## src/rtl/rv32_pkg.sv

```systemverilog
// rv32_pkg: shared RV32I opcodes, decode-to-execute entry layout and writeback snoop helper.
package rv32_pkg;
  localparam int XLEN = 32;
  localparam logic [4:0] OP_LUI    = 5'b01101;
  localparam logic [4:0] OP_AUIPC  = 5'b00101;
  localparam logic [4:0] OP_JAL    = 5'b11011;
  localparam logic [4:0] OP_JALR   = 5'b11001;
  localparam logic [4:0] OP_BRANCH = 5'b11000;
  localparam logic [4:0] OP_LOAD   = 5'b00000;
  localparam logic [4:0] OP_STORE  = 5'b01000;
  localparam logic [4:0] OP_IMM    = 5'b00100;
  localparam logic [4:0] OP_REG    = 5'b01100;
  typedef enum logic [1:0] {ST_EMPTY, ST_ONE, ST_TWO} state_e;
  typedef struct packed {
    logic [4:0]      opcode;
    logic [2:0]      func3;
    logic            func7;
    logic [XLEN-1:0] op1;
    logic [XLEN-1:0] op2;
    logic [XLEN-1:0] store;
    logic [XLEN-1:0] pc;
    logic [4:0]      rd;
    logic [4:0]      rs1;
    logic [4:0]      rs2;
    logic            use_rs1;
    logic            use_rs2_op2;
    logic            use_rs2_store;
  } entry_t;
  // Replace any operand field sourced from the written register; x0 never matches.
  function automatic entry_t wb_snoop(entry_t e, logic en, logic [4:0] rd, logic [XLEN-1:0] data);
    entry_t r;
    logic hit1, hit2;
    r    = e;
    hit1 = en && rd != 5'd0 && rd == e.rs1;
    hit2 = en && rd != 5'd0 && rd == e.rs2;
    r.op1   = hit1 && e.use_rs1 ? data : e.op1;
    r.op2   = hit2 && e.use_rs2_op2 ? data : e.op2;
    r.store = hit2 && e.use_rs2_store ? data : e.store;
    return r;
  endfunction
endpackage

```

## src/rtl/id_ex_stage_if.sv

```systemverilog
// id_ex_stage_if: decode-side offer, writeback snoop and execute-side handshake of the ID/EX stage.
interface id_ex_stage_if;
  import rv32_pkg::*;
  logic            flush;
  logic            in_valid;
  logic            in_ready;
  logic [XLEN-1:0] in_instr;
  logic [XLEN-1:0] in_pc;
  logic [XLEN-1:0] in_rs1_data;
  logic [XLEN-1:0] in_rs2_data;
  logic            wb_en;
  logic [4:0]      wb_rd;
  logic [XLEN-1:0] wb_data;
  logic            ex_valid;
  logic            ex_ready;
  logic [4:0]      ex_opcode;
  logic [2:0]      ex_func3;
  logic            ex_func7;
  logic [XLEN-1:0] ex_op1;
  logic [XLEN-1:0] ex_op2;
  logic [XLEN-1:0] ex_store;
  logic [4:0]      ex_rd;
  logic [XLEN-1:0] ex_pc;
  modport master (
    output flush, in_valid, in_instr, in_pc, in_rs1_data, in_rs2_data, wb_en, wb_rd, wb_data, ex_ready,
    input  in_ready, ex_valid, ex_opcode, ex_func3, ex_func7, ex_op1, ex_op2, ex_store, ex_rd, ex_pc
  );
  modport slave (
    input  flush, in_valid, in_instr, in_pc, in_rs1_data, in_rs2_data, wb_en, wb_rd, wb_data, ex_ready,
    output in_ready, ex_valid, ex_opcode, ex_func3, ex_func7, ex_op1, ex_op2, ex_store, ex_rd, ex_pc
  );
endinterface

```

## src/rtl/imm_gen.sv

```systemverilog
// imm_gen: sign-extended immediate of the instruction's format, zero for formats without one.
module imm_gen
  import rv32_pkg::*;
(
  input  logic [31:7]     instr_i,
  input  logic [4:0]      opc_i,
  output logic [XLEN-1:0] imm_o
);
  logic [XLEN-1:0] imm_i, imm_s, imm_b, imm_u, imm_j;
  assign imm_i = {{20{instr_i[31]}}, instr_i[31:20]};
  assign imm_s = {{20{instr_i[31]}}, instr_i[31:25], instr_i[11:7]};
  assign imm_b = {{19{instr_i[31]}}, instr_i[31], instr_i[7], instr_i[30:25], instr_i[11:8], 1'b0};
  assign imm_u = {instr_i[31:12], 12'd0};
  assign imm_j = {{11{instr_i[31]}}, instr_i[31], instr_i[19:12], instr_i[20], instr_i[30:21], 1'b0};
  assign imm_o = opc_i inside {OP_LUI, OP_AUIPC}          ? imm_u :
                 opc_i == OP_JAL                          ? imm_j :
                 opc_i inside {OP_JALR, OP_LOAD, OP_IMM}  ? imm_i :
                 opc_i == OP_STORE                        ? imm_s :
                 opc_i == OP_BRANCH                       ? imm_b : '0;
endmodule

```

## src/rtl/id_ex_stage.sv

```systemverilog
// id_ex_stage: RV32I decode-to-execute register with operand select, 2-entry skid buffer
// and writeback snooping of captured and held operands.
module id_ex_stage
  import rv32_pkg::*;
(
  input logic         clk,
  input logic         rst,
  id_ex_stage_if.slave bus
);
  logic [4:0]      opc;
  logic [XLEN-1:0] imm;
  logic            use1, use2o, use2s, pc_rel, acc, in_ready_q, ex_valid_q;
  entry_t          raw_e, new_e, main_q, main_d, main_s, skid_q, skid_d, skid_s;
  state_e          state_q, state_d;
  assign opc = bus.in_instr[6:2];
  imm_gen u_imm (.instr_i(bus.in_instr[31:7]), .opc_i(opc), .imm_o(imm));
  assign use1   = opc inside {OP_BRANCH, OP_LOAD, OP_STORE, OP_IMM, OP_REG};
  assign use2o  = opc inside {OP_BRANCH, OP_REG};
  assign use2s  = opc inside {OP_BRANCH, OP_STORE, OP_REG};
  assign pc_rel = opc inside {OP_AUIPC, OP_JAL, OP_JALR};
  assign raw_e = '{
    opcode:        opc,
    func3:         bus.in_instr[14:12],
    func7:         bus.in_instr[30],
    op1:           use1 ? bus.in_rs1_data : pc_rel ? bus.in_pc : '0,
    op2:           use2o ? bus.in_rs2_data : imm,
    store:         bus.in_rs2_data,
    pc:            bus.in_pc,
    rd:            bus.in_instr[11:7],
    rs1:           bus.in_instr[19:15],
    rs2:           bus.in_instr[24:20],
    use_rs1:       use1,
    use_rs2_op2:   use2o,
    use_rs2_store: use2s
  };
  // Capture bypass and hold snoop share one rule so every entry sees the same writeback.
  assign new_e  = wb_snoop(raw_e, bus.wb_en, bus.wb_rd, bus.wb_data);
  assign main_s = wb_snoop(main_q, bus.wb_en, bus.wb_rd, bus.wb_data);
  assign skid_s = wb_snoop(skid_q, bus.wb_en, bus.wb_rd, bus.wb_data);
  assign acc = bus.in_valid & in_ready_q & ~bus.flush;
  always_comb begin
    state_d = bus.flush           ? ST_EMPTY :
              state_q == ST_EMPTY ? (acc ? ST_ONE : ST_EMPTY) :
              state_q == ST_ONE   ? (acc ? (bus.ex_ready ? ST_ONE : ST_TWO) : (bus.ex_ready ? ST_EMPTY : ST_ONE)) :
                                    (bus.ex_ready ? ST_ONE : ST_TWO);
    main_d  = acc && (state_q == ST_EMPTY || bus.ex_ready) ? new_e :
              state_q == ST_TWO && bus.ex_ready            ? skid_s : main_s;
    skid_d  = acc && state_q == ST_ONE && !bus.ex_ready ? new_e : skid_s;
  end
  always_ff @(posedge clk or posedge rst) begin
    if (rst) begin
      state_q    <= ST_EMPTY;
      main_q     <= '0;
      skid_q     <= '0;
      in_ready_q <= 1'b1;
      ex_valid_q <= 1'b0;
    end else begin
      state_q    <= state_d;
      main_q     <= main_d;
      skid_q     <= skid_d;
      in_ready_q <= state_d != ST_TWO;
      ex_valid_q <= state_d != ST_EMPTY;
    end
  end
  assign bus.in_ready  = in_ready_q;
  assign bus.ex_valid  = ex_valid_q;
  assign bus.ex_opcode = main_q.opcode;
  assign bus.ex_func3  = main_q.func3;
  assign bus.ex_func7  = main_q.func7;
  assign bus.ex_op1    = main_q.op1;
  assign bus.ex_op2    = main_q.op2;
  assign bus.ex_store  = main_q.store;
  assign bus.ex_rd     = main_q.rd;
  assign bus.ex_pc     = main_q.pc;
endmodule

```

## src/flat_wrapper.sv

```systemverilog
// flat-port wrapper written by rule: the top's interface ports become plain ports
module id_ex_stage_flat import rv32_pkg::*;
  (clk, rst, bus_flush, bus_in_valid, bus_in_instr, bus_in_pc, bus_in_rs1_data, bus_in_rs2_data, bus_wb_en, bus_wb_rd, bus_wb_data, bus_ex_ready, bus_in_ready, bus_ex_valid, bus_ex_opcode, bus_ex_func3, bus_ex_func7, bus_ex_op1, bus_ex_op2, bus_ex_store, bus_ex_rd, bus_ex_pc);
  id_ex_stage_if bus_i ();
  input logic clk;
  input logic rst;
  input wire logic [$bits(bus_i.flush)-1:0] bus_flush;
  input wire logic [$bits(bus_i.in_valid)-1:0] bus_in_valid;
  input wire logic [$bits(bus_i.in_instr)-1:0] bus_in_instr;
  input wire logic [$bits(bus_i.in_pc)-1:0] bus_in_pc;
  input wire logic [$bits(bus_i.in_rs1_data)-1:0] bus_in_rs1_data;
  input wire logic [$bits(bus_i.in_rs2_data)-1:0] bus_in_rs2_data;
  input wire logic [$bits(bus_i.wb_en)-1:0] bus_wb_en;
  input wire logic [$bits(bus_i.wb_rd)-1:0] bus_wb_rd;
  input wire logic [$bits(bus_i.wb_data)-1:0] bus_wb_data;
  input wire logic [$bits(bus_i.ex_ready)-1:0] bus_ex_ready;
  output wire logic [$bits(bus_i.in_ready)-1:0] bus_in_ready;
  output wire logic [$bits(bus_i.ex_valid)-1:0] bus_ex_valid;
  output wire logic [$bits(bus_i.ex_opcode)-1:0] bus_ex_opcode;
  output wire logic [$bits(bus_i.ex_func3)-1:0] bus_ex_func3;
  output wire logic [$bits(bus_i.ex_func7)-1:0] bus_ex_func7;
  output wire logic [$bits(bus_i.ex_op1)-1:0] bus_ex_op1;
  output wire logic [$bits(bus_i.ex_op2)-1:0] bus_ex_op2;
  output wire logic [$bits(bus_i.ex_store)-1:0] bus_ex_store;
  output wire logic [$bits(bus_i.ex_rd)-1:0] bus_ex_rd;
  output wire logic [$bits(bus_i.ex_pc)-1:0] bus_ex_pc;
  assign bus_i.flush = bus_flush;
  assign bus_i.in_valid = bus_in_valid;
  assign bus_i.in_instr = bus_in_instr;
  assign bus_i.in_pc = bus_in_pc;
  assign bus_i.in_rs1_data = bus_in_rs1_data;
  assign bus_i.in_rs2_data = bus_in_rs2_data;
  assign bus_i.wb_en = bus_wb_en;
  assign bus_i.wb_rd = bus_wb_rd;
  assign bus_i.wb_data = bus_wb_data;
  assign bus_i.ex_ready = bus_ex_ready;
  assign bus_in_ready = bus_i.in_ready;
  assign bus_ex_valid = bus_i.ex_valid;
  assign bus_ex_opcode = bus_i.ex_opcode;
  assign bus_ex_func3 = bus_i.ex_func3;
  assign bus_ex_func7 = bus_i.ex_func7;
  assign bus_ex_op1 = bus_i.ex_op1;
  assign bus_ex_op2 = bus_i.ex_op2;
  assign bus_ex_store = bus_i.ex_store;
  assign bus_ex_rd = bus_i.ex_rd;
  assign bus_ex_pc = bus_i.ex_pc;
  id_ex_stage u_core (.clk(clk), .rst(rst), .bus(bus_i));
endmodule
```

## config.mk

```make
export PLATFORM = sky130hd
export DESIGN_NAME = id_ex_stage_flat
export DESIGN_NICKNAME = d
export VERILOG_FILES = /design/src/rtl/rv32_pkg.sv /design/src/rtl/id_ex_stage_if.sv /design/src/rtl/imm_gen.sv /design/src/rtl/id_ex_stage.sv /design/src/flat_wrapper.sv
export SDC_FILE = /design/constraint.sdc
export NUM_CORES = 1
export LEC_CHECK = 0
export CAP_MARGIN = 10
export CORE_AREA = 2 2 240 242
export CTS_BUF_LIST = sky130_fd_sc_hd__clkbuf_8 sky130_fd_sc_hd__clkbuf_16
export DETAILED_ROUTE_END_ITERATION = 10
export DIE_AREA = 0 0 242 244
export PLACE_DENSITY = 0.5
export SYNTH_ARGS = -nofsm -noshare
export SYNTH_HDL_FRONTEND = slang
export SYNTH_SLANG_ARGS = --single-unit
```

## constraint.sdc

```tcl
create_clock -name clk -period 10.9 [get_ports clk]
set_input_delay 2.18 -clock clk [delete_from_list [all_inputs] [get_ports clk]]
set_output_delay 2.18 -clock clk [all_outputs]
set_load 0.03 [all_outputs]
```

Yosys cells after proc, flatten, opt, wreduce, memory -nomap -nowiden
Index checks and enable logic that the tools add are counted.
- register bits after elaboration: 314
- word-level logic and storage cells: 112
- input bits: 171
- equal/unequal tests: 17
- muxes and demuxes: 27
- reduce and logical (&&, ||, !) cells: 36
- bitwise logic cells: 3
- operators by type and width (operator ; number):
    32-bit 2-to-1 mux ; 17
    155-bit 2-to-1 mux ; 2
    146-bit 2-to-1 mux ; 1
    5-bit equality test ; 6
    1-bit logical AND ; 20
    3-bit nonzero test ; 6
    5-bit by 4-bit equality test with 1-bit output, second input constant ; 3
    5-bit equality test, second input constant ; 3
    5-bit by 3-bit equality test with 1-bit output, second input constant ; 2
    2-bit 2-to-1 mux ; 5
    5-bit nonzero test ; 2
    2-bit nonzero test ; 4
    5-bit logical NOT ; 1
    1-bit bitwise AND ; 2
    2-bit by 1-bit equality test with 1-bit output, second input constant ; 1
    2-bit equality test, second input constant ; 1
    2-bit logical NOT ; 1
    1-bit 2-to-1 mux ; 2
    2-bit inequality test, second input constant ; 1
    1-bit logical NOT ; 1
    1-bit logical OR ; 1
    1-bit inverter ; 1

Longest topological paths before layout
Gate-level depths: netlist of run 1.
- depth in word-level cells: 9
- gate-level depth with buffers: 10

Modules after synthesis
Synthesis of run 1 repeated with hierarchy kept, for this count alone.
- cell total of the unflattened synthesis: 2040
- area total of the unflattened synthesis: 17651.9 um2
- modules (own cells, without submodules) (module ; cells an instance ; instances ; sequential area each (um2) ; area an instance (um2)):
    id_ex_stage ; 1960 ; 1 ; 7858.8 ; 17185.2
    imm_gen ; 80 ; 1 ; 0.0 ; 466.7

Worst setup path before layout of run 1
OpenSTA, ideal clock, no wires.
- path kind: input -> register
- from: in bus_wb_rd[0]
- to: reg u_core.main_q, in the netlist u_core.bus.ex_op2[1]
- data arrival time: 4076 ps
- path slack: 6703 ps
- library setup time: 121 ps
- required time: 10779 ps
- cell stages on the path: 9
- cell sequence: buf_2 > or4_4 > nor2_1 > o31a_1 > buf_2 > buf_4 > mux2i_1 > a21oi_1 > a22o_1
- cells in the longest elaborated chain, start to end: 7
- ends and longest elaborated chain (element ; RTL line ; RTL):
    start: declaration ; flat_wrapper.sv:14 ; input wire logic [$bits(bus_i.wb_rd)-1:0] bus_wb_rd;
    5-bit nonzero test ; rv32_pkg.sv:35 ; hit2 = en && rd != 5'd0 && rd == e.rs2;
    1-bit logical AND (2 in series) ; rv32_pkg.sv:35 ;
    1-bit logical AND ; rv32_pkg.sv:37 ; r.op2 = hit2 && e.use_rs2_op2 ? data : e.op2;
    32-bit 2-to-1 mux ; rv32_pkg.sv:37 ;
    155-bit 2-to-1 mux ; id_ex_stage.sv:47 ; state_q == ST_TWO && bus.ex_ready ? skid_s : main_s;
    155-bit 2-to-1 mux ; id_ex_stage.sv:46 ; main_d = acc && (state_q == ST_EMPTY || bus.ex_ready) ? new_e :
    end signal: assignment ; id_ex_stage.sv:59 ; main_q <= main_d;
    end: declaration ; id_ex_stage.sv:13 ; entry_t raw_e, new_e, main_q, main_d, main_s, skid_q, skid_d, skid_s;
Parallel ways exist; a longest one is shown, timed or not. The select of a mux whose other input is x is not followed.
A chain may end at the register's enable or synchronous reset.

==> summary.txt, run 1 <==
Clock tree
  – CTS H-tree lvls: 2
  – Clk Latency, worst-skew pair: 0.56 ns
  – Root buffer cell: clkbuf_16
  – Postcts setup bufs: 0
  – Worst-path clk slew: 0.06 ns
  – Clock Tree Buf Depth: 3
  – Hold_buf cts: 0
  – Clock sink total: 314
  – CTS tree: built
  – Post-cts repair resize count: 0
  – TritonCTS Buffers: 40

Die
  – IO Pins: 315
  – Die area: 59000 sq um
  – Chip width: 242 microns
  – Core box area: 56200 sq um
  – Num rows: 87
  – Die height: 244 microns
  – Initial core utilization: 0.299

Worst setup path
  – CP Capture Type: register
  – Peak per-stage delay on the critical path: 0.73 ns
  – Critical-path cell list: clkdlybuf4s50_1, or4_4, o21ai_4, or3_1, o21a_1, buf_4, a22o_1, a21o_1
  – Worst path slowest cell: or3_1
  – WP data required: 11.40 ns
  – CP Class: in2reg
  – Crit Path Max Fanout: 20
  – Critical Path AT: 5.88 ns
  – Startpoint types: input pin

Synthesis
  – Library cells used by synthesis: 61
  – Synth area leaders: dfrtp_1, nand2_1, buf_4
  – Cells after Synth: 1890
  – Post-synth top flop: dfrtp_1
  – Async set-reset flop share out of synthesis: 1.00
  – Syn avg cell area: 8.89 sq um
  – Synth Cell Area: 16800 sq um
  – Leading area contributor after synthesis: dfrtp_1
  – Synth Net Count: 2062
  – Post-synth EDFFs: 0
  – Share of the synthesized area in the top cell type: 0.466
  – #FFs+latches synth: 314
  – Yosys warns: 0
  – Seq/Total Area, Yosys: 0.468

GRT
  – Vias in the first global route: 14600
  – Gr usage total: 0.213
  – First-pass GRT wire length: 96.3 mm
  – Met1 global-route usage: 0.295
  – Met3 Use GR: 0.0571
  – Initial antenna violation count: 7
  – GRT overflow: 0
  – Largest net degree at the start of global routing: 135
  – Busiest grt layer: met2
  – M2 GR Usage: 0.325

Routing
  – Initial DRC Count: 1451
  – Remaining DRCs: 0
  – Via count: 14800
  – Post-DR wirelength/cell: 23.0 microns
  – Drt first pass iters: 6
  – Total wire length: 64.0 mm
  – Detail Route Antenna Nets: 0
  – Vias per cell: 5.33

Cells and area
  – Layout Cells excl Fill: 2777
  – Share of layout cells above drive strength 1: 0.0619
  – Area Growth Syn to Fin: 24.5%
  – Fill count: 5719
  – Multi-input gate area: 7280 sq um
  – FF/Latch Area: 7860 sq um
  – Fin nets: 2164

Timing
  – Fmax achieved: 186 MHz
  – Fin crit period: 5.38 ns
  – Count of final setup violators: 0
  – Least-Margin Pin Slew: 1.24 ns
  – Skew final: 0.0166 ns
  – Final Slew Violations: 0
  – Fin. Hold Viols: 0
  – Unrepaired setup endpoints after global routing: false
  – Slew HR: 0.175
  – Tcrit/Tclk final: 0.493
  – TNS Setup: 0 ns

Pwr
  – Leak: 9.16 nW
  – Power Dens Cells: 185 nW/um^2
  – Flop pwr share: 0.397
  – NetSw: 1.25 mW
  – Combinational Power Share: 0.256
  – Internal power: 2.62 mW
  – Worst VDD drop: 0.0952 mV
  – Clock group share of total power: 0.347
  – Switching share of power: 0.323

Placement
  – Port Buf Inserts: 312
  – Placed cell count: 2706
  – DP HPWL: 43.8 mm
  – Final RePlAce weighted congestion: 0.845

Min path
  – Hold Path Class: reg2reg

Job
  – Max_cap viols: 0

Status
  – Status: finished, final reports clean
==> synthesized netlist by cell type (33+ instances only) <==
| cell | instances |
|---|---|
| a22o_1 | 37 |
| nor2_1 | 154 |
| a22oi_1 | 33 |
| a221o_1 | 77 |
| nor3_1 | 40 |
| inv_1 | 41 |
| o21ai_0 | 76 |
| a21o_1 | 40 |
| o22ai_1 | 33 |
| o31ai_1 | 37 |
| buf_4 | 143 |
| a31oi_1 | 58 |
| mux2i_1 | 37 |
| dfrtp_1 | 313 |
| clkbuf_1 | 96 |
| nand2_1 | 437 |
==> cells by family (layout without fill, tap and decap cells) <==
family | after synthesis | count (layout) | share of synthesized area
AND/OR/NAND/NOR | 681 | 681 | 0.163
multiplexers | 37 | 37 | 0.0220
flip-flops | 314 | 314 | 0.468
XOR/XNOR | 31 | 31 | 0.0162
buffers and inverters | 323 | 453 | 0.106
other | 0 | 1 | 0
AO/OA/AOI/OAI | 503 | 503 | 0.224
adder cells (fa/ha/maj) | 1 | 1 | 0.000744
==> power groups by stage <==
stage                     combinational [mW]  sequential (mW)  clock [mW]
after global routing                    1.07             1.56        1.43
final                                  0.991             1.54        1.34
after floorplan                        0.725             1.51           0
after global placement                 0.983             1.55           0
after CTS                              0.999             1.54        1.38
after detailed placement               0.995             1.55           0
==> metrics by stage <==
| stage | power [mW] | instance area [sq um] | hold slack [ns] | util | worst slack [ns] |
|---|---|---|---|---|---|
| after floorplan | 2.24 | 16800 | 0.446 | - | 0.0355 |
| after global placement | 2.53 | 19600 | 0.457 | 0.349 | 5.06 |
| after detailed placement | 2.55 | 19600 | 0.462 | 0.349 | 5.04 |
| after CTS | 3.92 | 20900 | 0.476 | 0.372 | 5.62 |
| after global routing | 4.07 | 20900 | 0.491 | 0.372 | 5.43 |
| final | 3.87 | 20900 | 0.474 | 0.372 | 5.52 |
==> worst paths after layout <==
path,slack (ns),to,cells after the start,start
setup / recovery,5.52,u_core.skid_q[73]$_DFF_PP0_,8,bus_wb_rd[0]
hold / removal,0.47,u_core.skid_q[20]$_DFFE_PP0P_,2,u_core.skid_q[20]$_DFFE_PP0P_
setup reg to reg,7.69,u_core.bus.ex_store[21]$_DFFE_PP0P_,10,u_core.bus.in_ready$_DFF_PP1_
hold reg to reg,0.47,u_core.skid_q[20]$_DFFE_PP0P_,2,u_core.skid_q[20]$_DFFE_PP0P_
max in group asynchronous,6.49,u_core.bus.ex_pc[19]$_DFFE_PP0P_,4,rst
min in group asynchronous,2.23,u_core.bus.ex_rd[4]$_DFFE_PP0P_,2,rst
==> metal layers <==
| metal | part of all wire | wire length (microns) | vias to the layer above |
|---|---|---|---|
| li1 | - | - | 6730 |
| met1 | 0.45 | 28800 | 7437 |
| met2 | 0.44 | 28400 | 536 |
| met3 | 0.079 | 5080 | 99 |
| met4 | 0.027 | 1710 | 8 |
| met5 | 0.00080 | 51 | - |
==> cells in the final DEF, fill, tap and decap left out, types with 22 or more instances in the layout <==
cell type / n
o31ai_1: 34
buf_4: 29
nor2_1: 153
a221o_1: 77
inv_1: 46
a22o_1: 37
o2bb2ai_1: 22
o22ai_1: 33
clkbuf_16: 41
nor3_1: 39
a31oi_1: 58
mux2i_1: 37
clkdlybuf4s50_1: 312
a21o_1: 40
a22oi_1: 33
dfrtp_1: 313
nand2_1: 437
o21ai_0: 76
==> critical path: cells and delay by family <==
family | cells | cell delay (ns)
buffers and inverters | 2 | 1.09
and+or+nand+nor | 2 | 1.41
AOI/OAI and AO/OA | 4 | 1.17
==> sequential cells by signal, indices dropped and copies added (netlist names), 5 cells and up <==
signal,flops
u_core.bus.ex_pc,32
u_core.bus.ex_rd,5
u_core.main_q,13
u_core.skid_q,155
u_core.bus.ex_op1,32
u_core.bus.ex_op2,32
u_core.bus.ex_store,32
u_core.bus.ex_opcode,5
==> layout make-up <==
class / count / share of cell area
flip-flops and latches: 314 / 0.376
multi-input cells: 1253 / 0.348
clock inverters: 22 / 0.00957
clock buffers: 48 / 0.0536
repair buffers: 341 / 0.160
well taps: 756 / 0.0452
diodes: 1 / 0.000120
inverters: 42 / 0.00789
Note: power is estimated with default switching activity, not from simulation.
==> run 2, diff against run 1 <==
--- a/config.mk
+++ b/config.mk
@@ -10,7 +10,7 @@
 export CTS_BUF_LIST = sky130_fd_sc_hd__clkbuf_8 sky130_fd_sc_hd__clkbuf_16
 export DETAILED_ROUTE_END_ITERATION = 10
 export DIE_AREA = 0 0 242 244
-export PLACE_DENSITY = 0.5
+export PLACE_DENSITY = 0.49
 export SYNTH_ARGS = -nofsm -noshare
 export SYNTH_HDL_FRONTEND = slang
 export SYNTH_SLANG_ARGS = --single-unit
==> constraint.sdc (replaced) <==
create_clock -name clk -period 5.5 [get_ports clk]
set_input_delay 1.1 -clock clk [delete_from_list [all_inputs] [get_ports clk]]
set_output_delay 1.1 -clock clk [all_outputs]
set_load 0.03 [all_outputs]
==> summary.txt, run 2 (synthesized netlist as in run 1, its figures left out) <==
Status
  – Status: finished, final reports clean

Clock tree
  – Clk Latency, worst-skew pair: 0.56 ns
  – Root buffer cell: clkbuf_16
  – CTS H-tree lvls: 2
  – Clock sink total: 314
  – Worst-path clk slew: 0.06 ns
  – TritonCTS Buffers: 40
  – Postcts setup bufs: 0
  – CTS tree: built
  – Clock Tree Buf Depth: 3
  – Hold_buf cts: 0
  – Post-cts repair resize count: 0

Timing
  – Least-Margin Pin Slew: 1.10 ns
  – Skew final: 0.0204 ns
  – Count of final setup violators: 0
  – TNS Setup: 0 ns
  – Fin. Hold Viols: 0
  – Tcrit/Tclk final: 0.716
  – Final Slew Violations: 0
  – Final setup margin: 1.56 ns
  – Slew HR: 0.262
  – Fin crit period: 3.94 ns
  – Unrepaired setup endpoints after global routing: false
  – Fmax achieved: 254 MHz

Die
  – IO Pins: 315
  – Initial core utilization: 0.299
  – Die height: 244 microns
  – Num rows: 87
  – Die area: 59000 sq um
  – Core box area: 56200 sq um
  – Chip width: 242 microns

Worst setup path
  – Critical-path cell list: clkdlybuf4s50_1, xnor2_1, nand2_1, or3_1, buf_4, o31ai_4, buf_4, a21o_1
  – Peak per-stage delay on the critical path: 0.87 ns
  – Cell family with most CP delay: buffers and inverters
  – Cell mode on critical path: buf_4
  – CP Class: in2reg
  – Buf/Inv on CP: 3
  – CP Capture Type: register
  – WP data required: 6.00 ns
  – Startpoint types: input pin
  – Critical Path AT: 4.44 ns
  – Crit Path Max Fanout: 18
  – Worst path slowest cell: clkdlybuf4s50_1

Routing
  – Post-Route M1 WL: 28.9 mm
  – Initial DRC Count: 1323
  – Post-DR wirelength/cell: 23.2 microns
  – Via count: 14900
  – Met2 wire len: 29.3 mm
  – Drt first pass iters: 5
  – Top sig layer: met5
  – Total wire length: 64.9 mm
  – Vias per cell: 5.33
  – Remaining DRCs: 0
  – Detail Route Antenna Nets: 0
  – Metal3 WL: 5.04 mm

GRT
  – First-pass GRT wire length: 97.1 mm
  – Largest net degree at the start of global routing: 95
  – Vias in the first global route: 14700
  – Gr usage total: 0.215
  – Initial antenna violation count: 7
  – GRT overflow: 0

Cells and area
  – Fin nets: 2184
  – Share of layout cells above drive strength 1: 0.0715
  – Top reg by flops: u_core.skid_q
  – Area Growth Syn to Fin: 25.7%
  – Highest-count cells in the layout ignoring fill and taps: nand2_1, dfrtp_1, clkdlybuf4s50_1
  – Commonest non-fill, non-tap cell in the layout: nand2_1
  – Final core occ: 0.376
  – Fill count: 5753
  – Fin area: 21100 sq um
  – Number of flip-flops in the largest register: 155
  – Layout Cells excl Fill: 2799

Job
  – Max_cap viols: 0

Placement
  – Final RePlAce weighted congestion: 0.852
  – Placed Area: 19800 sq um
  – DP HPWL: 45.4 mm
  – Placed cell count: 2725
  – Port Buf Inserts: 312
  – Setup WS pre-CTS: 1.00 ns

Pwr
  – Leak: 9.29 nW
  – Power Dens Cells: 364 nW/um^2
  – Worst VDD drop: 0.207 mV

Min path
  – Hold Path Class: reg2reg
[run 2: metal layers]
metal / global-route usage / up-vias
li1: - / 6756
met1: 0.295 / 7518
met2: 0.333 / 546
met3: 0.0582 / 93
met4: 0.0583 / 12
met5: 0 / -
[run 2: report_power, final]
group / total, mW / internal (mW) / switching (mW)
Combinational: 1.98 / 0.853 / 1.12
Sequential: 3.05 / 2.77 / 0.289
Clock: 2.66 / 1.56 / 1.10
Total: 7.69 / 5.18 / 2.52
[run 2: final timing paths]
path	startpoint	endpoint	slack, ns	depth (start not counted)
max	bus_wb_rd[1]	u_core.skid_q[80]$_DFF_PP0_	1.56	8
min	u_core.skid_q[38]$_DFFE_PP0P_	u_core.skid_q[38]$_DFFE_PP0P_	0.48	2
max reg2reg	u_core.bus.in_ready$_DFF_PP1_	u_core.bus.ex_store[2]$_DFFE_PP0P_	2.55	8
min reg2reg	u_core.skid_q[38]$_DFFE_PP0P_	u_core.skid_q[38]$_DFFE_PP0P_	0.48	2
max in group asynchronous	rst	u_core.bus.ex_op1[2]$_DFFE_PP0P_	3.43	4
min in group asynchronous	rst	u_core.bus.ex_func7$_DFFE_PP0P_	0.90	2
[run 2: tightest hold or removal path, cell delays in order (launching register included)]
cell and delay, ns:
dfrtp_1 0.34, nand2_1 0.05, nand2_1 0.06
[run 2: layout make-up]
type | count | area (sq um) | area share
sequential | 314 | 7860 | 0.372
multi-input combinational | 1253 | 7290 | 0.345
timing repair buffer | 361 | 3550 | 0.168
clock buffer | 49 | 1140 | 0.0538
tap | 756 | 946 | 0.0448
clock inverter | 23 | 176 | 0.00835
inverter | 42 | 161 | 0.00764
antenna | 1 | 2.50 | 0.000118
[run 2: per-stage QoR]
stage	hold slack [ns]	power, mW
2_1_floorplan	0.446	4.43
3_3_place_gp	0.457	5.03
3_5_place_dp	0.462	5.07
4_1_cts	0.477	7.77
5_1_grt	0.494	8.08
6_report	0.475	7.69
